<file path="config.mk">
export PLATFORM = sky130hd
export DESIGN_NAME = mc_ctrl
export DESIGN_NICKNAME = d
export VERILOG_FILES = /design/src/rtl/mc_ctrl_pkg.sv /design/src/rtl/mc_decode.sv /design/src/rtl/mc_ctrl.sv
export SDC_FILE = /design/constraint.sdc
export NUM_CORES = 1
export LEC_CHECK = 0
export CORE_ASPECT_RATIO = 0.9
export CORE_UTILIZATION = 30
export CTS_CLUSTER_DIAMETER = 40
export CTS_CLUSTER_SIZE = 12
export DETAILED_ROUTE_END_ITERATION = 10
export PLACE_DENSITY = 0.61
export SLEW_MARGIN = 25
export SYNTH_ARGS = -nofsm -noshare
export SYNTH_HDL_FRONTEND = slang
export SYNTH_HIERARCHICAL = 1
export SYNTH_SLANG_ARGS = --single-unit
</file>
<file path="constraint.sdc">
create_clock -name clk -period 1.9 [get_ports clk]
set_input_delay 0.285 -clock clk [delete_from_list [all_inputs] [get_ports clk]]
set_output_delay 0.285 -clock clk [all_outputs]
set_load 0.05 [all_outputs]
</file>
<file path="src/rtl/mc_ctrl_pkg.sv">
// mc_ctrl_pkg: shared encodings for the multicycle MIPS control unit.
// ALUOp codes are the same ones the ALU decodes.
package mc_ctrl_pkg;

    typedef enum logic [3:0] {
        S_FETCH, S_DECODE, S_MEMADR, S_MEMRD, S_MEMWB, S_MEMWR,
        S_REXE, S_RWB, S_IEXE, S_IWB, S_BRANCH, S_JUMP
    } state_t;

    typedef enum logic [3:0] {
        C_ILL, C_LW, C_SW, C_R, C_ORI, C_ADDIU, C_BEQ, C_BNE, C_J
    } cls_t;

    localparam logic [2:0] ALU_OR  = 3'b000;
    localparam logic [2:0] ALU_ADD = 3'b010;
    localparam logic [2:0] ALU_SUB = 3'b011;
    localparam logic [2:0] ALU_SLT = 3'b110;

    localparam logic [5:0] OP_R     = 6'b000000;
    localparam logic [5:0] OP_LW    = 6'b100011;
    localparam logic [5:0] OP_SW    = 6'b101011;
    localparam logic [5:0] OP_BEQ   = 6'b000100;
    localparam logic [5:0] OP_BNE   = 6'b000101;
    localparam logic [5:0] OP_ORI   = 6'b001101;
    localparam logic [5:0] OP_ADDIU = 6'b001001;
    localparam logic [5:0] OP_J     = 6'b000010;

    localparam logic [5:0] F_ADDU = 6'b100001;
    localparam logic [5:0] F_SUBU = 6'b100011;
    localparam logic [5:0] F_OR   = 6'b100101;
    localparam logic [5:0] F_SLT  = 6'b101010;

endpackage

</file>
<file path="src/rtl/mc_decode.sv">
// mc_decode: combinational Op/Funct to instruction class and R-type ALUOp.
// Unsupported Op or R-type Funct maps to C_ILL.
module mc_decode
    import mc_ctrl_pkg::*;
(
    input  logic [5:0] i_op,
    input  logic [5:0] i_funct,
    output cls_t       o_cls,
    output logic [2:0] o_aluop
);

    logic w_rok;

    always_comb begin
        o_aluop = ALU_ADD;
        w_rok   = 1'b1;
        case (i_funct)
            F_ADDU:  o_aluop = ALU_ADD;
            F_SUBU:  o_aluop = ALU_SUB;
            F_OR:    o_aluop = ALU_OR;
            F_SLT:   o_aluop = ALU_SLT;
            default: w_rok   = 1'b0;
        endcase
        o_cls = C_ILL;
        case (i_op)
            OP_R:     o_cls = w_rok ? C_R : C_ILL;
            OP_LW:    o_cls = C_LW;
            OP_SW:    o_cls = C_SW;
            OP_BEQ:   o_cls = C_BEQ;
            OP_BNE:   o_cls = C_BNE;
            OP_ORI:   o_cls = C_ORI;
            OP_ADDIU: o_cls = C_ADDIU;
            OP_J:     o_cls = C_J;
            default:  o_cls = C_ILL;
        endcase
    end

endmodule

</file>
<file path="src/rtl/mc_ctrl.sv">
// mc_ctrl: multicycle MIPS control FSM driving datapath selects, enables and ALUOp.
// Class and R-type ALUOp are latched in DECODE so later states never re-read IR.
module mc_ctrl
    import mc_ctrl_pkg::*;
(
    input  logic        clk,
    input  logic        rst_n,
    input  logic [5:0]  Op,
    input  logic [5:0]  Funct,
    input  logic        Zero,
    output logic        PCWrite,
    output logic        IorD,
    output logic        MemWrite,
    output logic        IRWrite,
    output logic        RegWrite,
    output logic        RegDst,
    output logic        MemtoReg,
    output logic        ExtOp,
    output logic        ALUSrcA,
    output logic [1:0]  ALUSrcB,
    output logic [1:0]  PCSource,
    output logic [2:0]  ALUOp,
    output logic        Illegal,
    output logic [31:0] InstCnt
);

    state_t     r_state, w_next;
    cls_t       r_cls, w_cls;
    logic [2:0] r_raluop, w_raluop;
    logic [31:0] r_cnt;
    logic       w_pcw, w_mw, w_irw, w_rw, w_ill, w_done;

    mc_decode u_dec (.i_op(Op), .i_funct(Funct), .o_cls(w_cls), .o_aluop(w_raluop));

    always_ff @(posedge clk or negedge rst_n) begin
        if (!rst_n) begin
            r_state  <= S_FETCH;
            r_cls    <= C_ILL;
            r_raluop <= ALU_ADD;
            r_cnt    <= '0;
        end else begin
            r_state <= w_next;
            if (r_state == S_DECODE) begin
                r_cls    <= w_cls;
                r_raluop <= w_raluop;
            end
            if (w_done) r_cnt <= r_cnt + 32'd1;
        end
    end

    always_comb begin
        w_next   = S_FETCH;
        w_pcw    = 1'b0;
        IorD     = 1'b0;
        w_mw     = 1'b0;
        w_irw    = 1'b0;
        w_rw     = 1'b0;
        RegDst   = 1'b0;
        MemtoReg = 1'b0;
        ExtOp    = 1'b0;
        ALUSrcA  = 1'b0;
        ALUSrcB  = 2'b00;
        PCSource = 2'b00;
        ALUOp    = ALU_OR;
        w_ill    = 1'b0;
        w_done   = 1'b0;
        case (r_state)
            S_FETCH: begin
                w_irw = 1'b1; w_pcw = 1'b1; ALUSrcB = 2'b01; ALUOp = ALU_ADD;
                w_next = S_DECODE;
            end
            S_DECODE: begin
                ALUSrcB = 2'b11; ExtOp = 1'b1; ALUOp = ALU_ADD;
                w_ill = (w_cls == C_ILL);
                case (w_cls)
                    C_LW, C_SW:     w_next = S_MEMADR;
                    C_R:            w_next = S_REXE;
                    C_ORI, C_ADDIU: w_next = S_IEXE;
                    C_BEQ, C_BNE:   w_next = S_BRANCH;
                    C_J:            w_next = S_JUMP;
                    default:        w_next = S_FETCH;
                endcase
            end
            S_MEMADR: begin
                ALUSrcA = 1'b1; ALUSrcB = 2'b10; ExtOp = 1'b1; ALUOp = ALU_ADD;
                w_next = (r_cls == C_LW) ? S_MEMRD : S_MEMWR;
            end
            S_MEMRD: begin
                IorD = 1'b1; w_next = S_MEMWB;
            end
            S_MEMWB: begin
                w_rw = 1'b1; MemtoReg = 1'b1; w_done = 1'b1;
            end
            S_MEMWR: begin
                IorD = 1'b1; w_mw = 1'b1; w_done = 1'b1;
            end
            S_REXE: begin
                ALUSrcA = 1'b1; ALUOp = r_raluop; w_next = S_RWB;
            end
            S_RWB: begin
                w_rw = 1'b1; RegDst = 1'b1; w_done = 1'b1;
            end
            S_IEXE: begin
                ALUSrcA = 1'b1; ALUSrcB = 2'b10;
                ExtOp = (r_cls != C_ORI);
                ALUOp = (r_cls == C_ORI) ? ALU_OR : ALU_ADD;
                w_next = S_IWB;
            end
            S_IWB: begin
                w_rw = 1'b1; w_done = 1'b1;
            end
            S_BRANCH: begin
                ALUSrcA = 1'b1; ALUOp = ALU_SUB; PCSource = 2'b01;
                w_pcw = (r_cls == C_BEQ) ? Zero : ~Zero;
                w_done = 1'b1;
            end
            S_JUMP: begin
                PCSource = 2'b10; w_pcw = 1'b1; w_done = 1'b1;
            end
            default: w_next = S_FETCH;
        endcase
    end

    // Enables are gated by rst_n directly so they are low for the whole reset.
    assign PCWrite  = rst_n & w_pcw;
    assign MemWrite = rst_n & w_mw;
    assign IRWrite  = rst_n & w_irw;
    assign RegWrite = rst_n & w_rw;
    assign Illegal  = rst_n & w_ill;
    assign InstCnt  = r_cnt;

endmodule

</file>
After elaboration in Yosys (flattened, before gate mapping)
Memory sizes are Yosys's and may differ from the RTL's.
Cells that the tools add are included.
{ "op_classes": {"n_reduce_logical": 12, "addsub": 1, "n_eq_ne": 26, "n_mux": 22, "bitwise_logic": 6} }
{ "op_table": {"columns": ["operator", "n"], "rows": [
  ["== test 6 bit (second input constant)", 6],
  ["adder 32 x 1 -> 32 bit (second input constant)", 1],
  ["one-hot mux 4 bit (8 select lines)", 1],
  ["== test 4 x 3 -> 1 bit (second input constant)", 6],
  ["one-hot mux 4 bit (6 select lines)", 1],
  ["== test 4 bit (second input constant)", 4],
  ["== test 6 x 3 -> 1 bit (second input constant)", 2],
  ["== test 6 x 4 -> 1 bit (second input constant)", 2],
  ["one-hot mux 3 bit (4 select lines)", 1],
  ["2-to-1 mux 1 bit", 11],
  ["one-hot mux 3 bit (3 select lines)", 1],
  ["== test 4 x 1 -> 1 bit (second input constant)", 2],
  ["== test 4 x 2 -> 1 bit (second input constant)", 2],
  ["zero test 4 bit", 2],
  ["OR reduction 2 bit", 4],
  ["OR reduction 4 bit", 2],
  ["== test 6 x 2 -> 1 bit (second input constant)", 1],
  ["zero test 6 bit", 1],
  ["one-hot mux 2 bit (3 select lines)", 1],
  ["OR reduction 3 bit", 2],
  ["OR reduction 6 bit", 1],
  ["AND 1 bit", 5],
  ["2-to-1 mux 2 bit", 2],
  ["!= test 4 x 3 -> 1 bit (second input constant)", 1],
  ["4 further kinds", 5]
]} }
{ "word_totals": {"word_cells": 72, "memories": 1, "register_bits": 43, "input_bits": 15, "rom_bits": 64, "out_inout_bits": 49} }
{ "memory_table": {"columns": ["name", "words", "width", "rd", "rd_clocked_by_memory_dff", "wr", "line", "rtl"], "rows": [
  ["(no name shown)", 16, 4, 1, 0, 0, "mc_ctrl.sv:75", "case (w_cls)"]
]} }

Longest topological paths before layout
Gate-level depths: netlist (run 1).
{ "logic_depth": {"ltp_word": 8, "ltp_mapped": 9} }

Hierarchy
The synthesis (run 1) kept the hierarchy.
{ "by_module_without_submodules": {"columns": ["mod", "cells_each", "n_inst", "area_per_inst_um2", "seq_area_each_um2"], "rows": [
  ["mc_ctrl", 216, 1, 2273.4, 1077.3],
  ["mc_decode", 25, 1, 191.4, 0.0]
]} }

Worst setup path after synthesis (run 1)
No wires, ideal clock.
{ "synth_path": {"path_type": "register -> output", "startpoint": "register r_cls[0]", "endpoint": "output PCWrite", "arrival_time_ps": 2200, "stages_incl_launch_ff": 6, "slack_ps": -585, "cell_sequence": "dfrtp_1 > nor4bb_1 > xnor2_1 > o211ai_1 > o31a_1 > nor3b_1"} }
{ "synth_via": {"elab_chain_len": 4} }
{ "synth_lines": {"columns": ["element", "line", "rtl"], "rows": [
  ["start: declaration", "mc_ctrl.sv:28", "cls_t r_cls, w_cls;"],
  ["start signal: assignment", "mc_ctrl.sv:44", "r_cls <= w_cls;"],
  ["== test 4 x 3 -> 1 bit", "mc_ctrl.sv:114", "w_pcw = (r_cls == C_BEQ) ? Zero : ~Zero;"],
  ["2-to-1 mux 1 bit", "mc_ctrl.sv:114", null],
  ["one-hot mux 1 bit (2 select lines)", "mc_ctrl.sv:67", "case (r_state)"],
  ["AND 1 bit", "mc_ctrl.sv:125", "assign PCWrite = rst_n & w_pcw;"],
  ["end: declaration", "mc_ctrl.sv:11", "output logic PCWrite,"]
]} }
Every way passes these cells.

Final worst setup path (run 1)
{ "layout_path": {"startpoint": "register r_cls[3]", "endpoint": "output PCWrite"} }
Same word-level chain as after synthesis.

==> results of run 1 <==
==> power groups by stage <==
| stage | logic [mW] | registers [mW] | clock network [mW] |
|---|---|---|---|
| 2_1_floorplan | 0.783 | 1.21 | 0 |
| 3_3_place_gp | 1.58 | 1.11 | 0 |
| 3_5_place_dp | 1.60 | 1.11 | 0 |
| 4_1_cts | 1.61 | 1.10 | 0.711 |
| 5_1_grt | 1.77 | 1.12 | 0.752 |
| 6_report | 1.68 | 1.11 | 0.694 |
==> area by class of cell <==
cell class	count	area, µm²	area share [%]
Sequential cell	43	1095	27.75
Clock buffer	7	76.32	1.935
Multi-Input combinational cell	182	1469	37.23
Inverter	7	26.28	0.6660
Timing Repair Buffer	112	1129	28.61
Clock inverter	1	30.03	0.7612
Tap cell	96	120.1	3.045
==> kinds of logic after synthesis <==
| group | count (synthesis) | share of synthesized area, % |
|---|---|---|
| AND/OR/NAND/NOR | 111 | 28.78 |
| flip-flops | 43 | 43.71 |
| XOR/XNOR | 34 | 12.08 |
| AO/OA/AOI/OAI | 26 | 7.412 |
| buffers and inverters | 16 | 2.995 |
| multiplexers | 10 | 4.518 |
| adder cells (fa/ha/maj) | 1 | 0.5075 |
==> cells in the final DEF (no fill, tap or decap), drive strengths merged, types with 3 or more instances in the layout <==
cell,instances
a21oi,8
nor3b,4
mux2,9
nor4,5
nor3,11
nand4,11
buf,73
nor4b,4
clkdlybuf4s50,27
and2,3
clkbuf,14
inv,7
nand2,13
nor2b,7
xor2,9
xnor2,25
dlymetal6s2s,4
nand3,12
nand2b,5
and3,6
nor2,21
o21ai,4
dfrtp,42
==> routing by layer <==
metal | part of all wire (%) | vias up | global-route usage [%]
met5 | 0 | - | 0
met4 | 0.55 | 0 | 2.807
met3 | 3.8 | 4 | 2.793
met2 | 47 | 54 | 26.76
met1 | 48 | 1080 | 21.24
li1 | - | 1077 | -
==> worst register-to-register path: stages (launching register included) <==
cell and delay (ps):
dfrtp_2 420, and4_4 260, nor4b_4 190, buf_4 180
nor4b_4 290, nand4_1 170, xnor2_1 150
==> path summary, 6_finish.rpt <==
check / from / to / slack [ps] / cells past startpoint
worst max register to register: InstCnt[8]$_DFFE_PN0P_ / InstCnt[20]$_DFFE_PN0P_ / 120 / 6
min in group clk: Funct[1] / r_raluop[1]$_DFFE_PN1P_ / 430 / 3
worst min register to register: InstCnt[31]$_DFFE_PN0P_ / InstCnt[31]$_DFFE_PN0P_ / 470 / 1
max in group asynchronous: rst_n / r_raluop[1]$_DFFE_PN1P_ / 1540 / 2
worst max-delay path: r_cls[3]$_DFFE_PN0P_ / PCWrite / -270 / 7
worst min-delay path: rst_n / InstCnt[9]$_DFFE_PN0P_ / 70 / 2
==> stage by stage <==
step / TNS (ps) / std cells / cell area (µm²) / total power [mW]
after floorplan: -130.7 / 241 / 2522 / 1.996
after global placement: -2014 / 430 / 3671 / 2.694
after detailed placement: -2267 / 430 / 3671 / 2.713
after CTS: -876.4 / 441 / 3832 / 3.416
after global routing: -1147 / 448 / 3945 / 3.648
final: -684.8 / 448 / 3945 / 3.476
==> sequential cells by signal, indices dropped and copies added, names as in the netlist <==
| signal | cells |
|---|---|
| r_raluop | 3 |
| r_state | 4 |
| InstCnt | 32 |
| r_cls | 4 |
==> repair_timing <==
item,in CTS,in global routing
resized for setup,21,40
gates cloned,0,0
pin swaps,4,12
setup buffers,3,7
endpoints found under the setup margin,12,22
==> results_dict.tcl, run 1 <==
set metrics [dict create \
    row_count 30 \
    maxSlewViolCount 0 \
    portBuffers 63 \
    finalSetupViolations 4 \
    ant_nets 0 \
    dp_slack_ps -568.3 \
    fillers 694 \
    syn_area_per_cell_um2 10.23 \
    rsz0062_at_grt "true" \
    synth_edf_count 0 \
    synth_top_area_share_pct 42.64 \
    hp-class "in -> async" \
    cap_viol_max_count 0 \
    core-area_mm2 0.007732 \
    p_int_mw 2.152 \
    htree_levels 2 \
    die_h_um 87.99 \
    fmaxAchievable_mhz 459.8 \
    synth_cells 241 \
    path_cells "nor4bb_2 > buf_4 > xnor2_2 > o211ai_1 > o31a_1 > nor3b_2 > buf_12" \
    finalHoldViolCount 0 \
    required_ps 1620 \
    finalClockSkew_ps 15.91 \
    power_frac_comb_pct 48.2 \
    routed_wl_mm 6.552 \
    grt_pass1_wl_mm 10.87 \
    worstMarginPinSlew_ps 516.0 \
    synth-main-ff-cell "dfrtp_1" \
    cp_max_fo 3 \
    synth_cell_types 55 \
    synthArstFlopShare_pct 100.0 \
    seq_power_share_pct 31.8 \
    clk_latency_ps 290 \
    yosys-top-cells-count "42 x dfrtp_1, 25 x xnor2_1, 21 x nor2_1" \
    numCtsBuffers 5 \
    synth_area_mm2 0.002465 \
    remaining_drc_errors 0 \
    timing.hold.ws_ps 65.79 \
    relSlewSlack_pct 65.49 \
    post_drt_via_cell_ratio 4.944 \
    p_clk_share_pct 20.0 \
    grt_max_degree 23 \
    cts_tree "done" \
    synth.most_common_cell "dfrtp_1" \
    critical_path_arrival_ps 1890 \
    initial_core_util_pct 31.88 \
    syn_nets 257 \
    fp.dieArea_mm2 0.008583 \
    synth_top_cell_by_area "dfrtp_1" \
    leakage_nw 1.734 \
    layout_setup_ws_ps -274.7 \
    start_kind "flop" \
    fin_crit_sh_pct 114.5 \
    hpwl_mm 4.905 \
    ys_seq_area_share_pct 43.71 \
    die-width_um 97.55 \
    crit_path_top_delay_cell "dfrtp_1" \
    ys_ff_latch 43 \
    numClockSinks 43 \
    cellPowerDensity_mw_per_mm2 881.0 \
    cp_top_family "simple AND/OR/NAND/NOR gates" \
    power_switching_mw 1.323 \
    grtUsageTotal_pct 15.68 \
    grt_pass1_vias 2246 \
    cts_buffer_depth 2 \
    outcome "complete, but fails checks" \
    ys_top_cells_by_area "dfrtp_1 43%, xnor2_1 8.9%, mux2_2 4.1%" \
    drive_gt1_share_pct 42.05 \
    gp_congestion 0.8240 \
    dr.pass1.iters 4 \
    ir_drop_v 0.0003427 \
    antenna_cells 0 \
    period_minus_slack_ps 2175 \
    io-pin-count 64 \
    switching_share_pct 38.07 \
    globalRoute.totalOverflow 0 \
    yosys_warnings 6 \
    cts_hold_buf 0 \
    num_vias 2215 \
    antenna_found_initial 0 \
    endpoint_kind "output port" \
    clk_pin_slew_ps 90 \
    final_util_pct 51.02 \
    area_growth_pct 60.05 \
    cp_slowest_stage_delay_ps 400 \
    post_drt_wl_per_cell_um 14.63 \
    cts_root_buf "clkbuf_8" \
    drtIter0Drc 84 \
    path_class "reg -> out" \
    violations "negative setup slack" \
    nNetsFinal 367 \
    crit_buf_inv 2 \
]
Note: power is estimated with default switching activity, not from simulation.
==> run 2, diff against run 1 <==
==> constraint.sdc (replaced) <==
create_clock -name clk -period 1.9 [get_ports clk]
set_input_delay 0.285 -clock clk [delete_from_list [all_inputs] [get_ports clk]]
set_output_delay 0.285 -clock clk [all_outputs]
set_load 0.02 [all_outputs]
==> run 2 against run 1 <==
The flow still finishes with violations (negative setup slack). Worst setup slack better by 82 ps. Combinational power fell by 23%. Register-to-register slack lost 40 ps. Sequential power barely moved. Non-clock buffer count increased by 18. Global-route usage down 0.68 points.
==> results_dict.tcl, run 2 (synthesis gave the netlist of run 1 again) <==
set metrics [dict create \
    clk_latency_ps 300 \
    relSlewSlack_pct 63.87 \
    maxSlewViolCount 0 \
    hp-class "in -> async" \
    r2r_setup_slack_ps 80 \
    antenna_cells 0 \
    row_count 30 \
    period_minus_slack_ps 2092 \
    largest_reg_flops 32 \
    violations "negative setup slack" \
    numCtsBuffers 5 \
    cts_hold_buf 0 \
    post_drt_wl_per_cell_um 13.79 \
    clk_pin_slew_ps 90 \
    finalClockSkew_ps 15.13 \
    fin_crit_sh_pct 110.1 \
    nNetsFinal 385 \
    final_util_pct 50.47 \
    die-width_um 97.55 \
    htree_levels 2 \
    post_drt_via_cell_ratio 4.805 \
    antenna_found_initial 0 \
    initial_core_util_pct 31.88 \
    reg2reg_from "r_state[3]$_DFF_PN0_" \
    rsz0062_at_grt "true" \
    cp_max_fo 3 \
    ant_nets 0 \
    grt_max_degree 44 \
    cellPowerDensity_mw_per_mm2 800.0 \
    critical_path_arrival_ps 1810 \
    fp.dieArea_mm2 0.008583 \
    finalSetupViolations 3 \
    fillers 731 \
    endpoint_kind "output port" \
    ir_drop_v 0.0004123 \
    layout_common_cells "64 x buf_4, 38 x dfrtp_1, 33 x clkdlybuf4s50_1" \
    hpwl_mm 4.737 \
    start_kind "flop" \
    routed_wl_mm 6.424 \
    grt_pass1_vias 2192 \
    drive_gt1_share_pct 38.11 \
    required_ps 1620 \
    grtUsageTotal_pct 15.00 \
    drtIter0Drc 63 \
    area_growth_pct 58.32 \
    gp_congestion 0.7697 \
    cts_tree "done" \
    outcome "complete, but fails checks" \
    worstMarginPinSlew_ps 541.9 \
    leakage_nw 1.766 \
    cts_buffer_depth 2 \
    io-pin-count 64 \
    cap_viol_max_count 0 \
    remaining_drc_errors 0 \
    grt_pass1_wl_mm 10.34 \
    reg2reg_depth 8 \
    final_common_cell "buf_4" \
    globalRoute.totalOverflow 0 \
    cp-startpoint "r_cls[0]$_DFFE_PN0P_" \
    portBuffers 63 \
    dr.pass1.iters 4 \
    core-area_mm2 0.007732 \
    finalPower_mw 3.122 \
    finalHoldViolCount 0 \
    die_h_um 87.99 \
    cts_root_buf "clkbuf_8" \
    layout_setup_ws_ps -192.5 \
    fmaxAchievable_mhz 477.9 \
    path_class "reg -> out" \
    numClockSinks 43 \
    num_vias 2239 \
]
## run 2: cell count changes in the layout (fill, tap and decap cells not counted), sizes merged, moves of 3 or more
cell / change
dlygate4sd2: +8
clkdlybuf4s15: +3
dlymetal6s2s: -4
clkdlybuf4s50: +6
buf: +3
## run 2: what timing repair did
| item | 4_1_cts | 5_1_grt |
|---|---|---|
| pin swaps | 10 | 15 |
| setup endpoints to repair | 23 | 28 |
| cloned | 0 | 1 |
| gates resized for setup | 84 | 41 |
| buffers inserted | 1 | 11 |
## run 2: final timing paths
| kind | endpoint |
|---|---|
| setup / recovery | PCWrite |
| hold reg to reg | InstCnt[31]$_DFFE_PN0P_ |
| min in group clk | r_raluop[1]$_DFFE_PN1P_ |
| setup reg to reg | InstCnt[31]$_DFFE_PN0P_ |
| hold / removal | InstCnt[14]$_DFFE_PN0P_ |
| max in group asynchronous | InstCnt[13]$_DFFE_PN0P_ |
## run 2: power by group
part,switching [mW],internal [mW]
Clock,0.308,0.425
Sequential,0.109,0.994
Combinational,0.611,0.675
## run 2: worst max-delay path, cell delays in order (launching register included)
cell,delay [ps]
dfrtp_1,410
nor4bb_2,310
buf_4,170
xnor2_2,110
o211ai_1,100
o31a_1,120
nor3b_2,150
buf_4,160
## run 2: layout make-up
| class | count | area [µm²] | area share, % |
|---|---|---|---|
| flip-flops and latches | 43 | 1082 | 27.73 |
| repair buffers | 130 | 1099 | 28.15 |
| clock buffers | 6 | 82.58 | 2.116 |
| well taps | 96 | 120.1 | 3.078 |
| inverters | 7 | 26.28 | 0.6733 |
| multi-input cells | 182 | 1458 | 37.35 |
| clock inverters | 2 | 35.03 | 0.8977 |
## run 2: layer usage
layer / GRT usage, % / share of wire (%) / vias up
li1: - / - / 1114
met1: 20.84 / 50 / 1078
met2: 24.09 / 45 / 41
met3: 3.192 / 3.8 / 6
met4: 3.610 / 0.72 / 0
met5: 0 / 0 / -
## run 2: per-stage QoR
| stage | setup slack, ps | instance area, µm² | instances | setup TNS (ps) | hold WS, ps |
|---|---|---|---|---|---|
| global route | -304.7 | 3902 | 466 | -665.0 | 206.3 |
| global placement | -690.4 | 3587 | 445 | -3758 | 461.1 |
| finish | -192.5 | 3902 | 466 | -377.5 | 147.9 |
| floorplan | 19.52 | 2471 | 241 | 0 | -10.59 |
| CTS | -240.6 | 3741 | 454 | -320.0 | 168.7 |
| detailed placement | -703.9 | 3587 | 445 | -3863 | 460.5 |
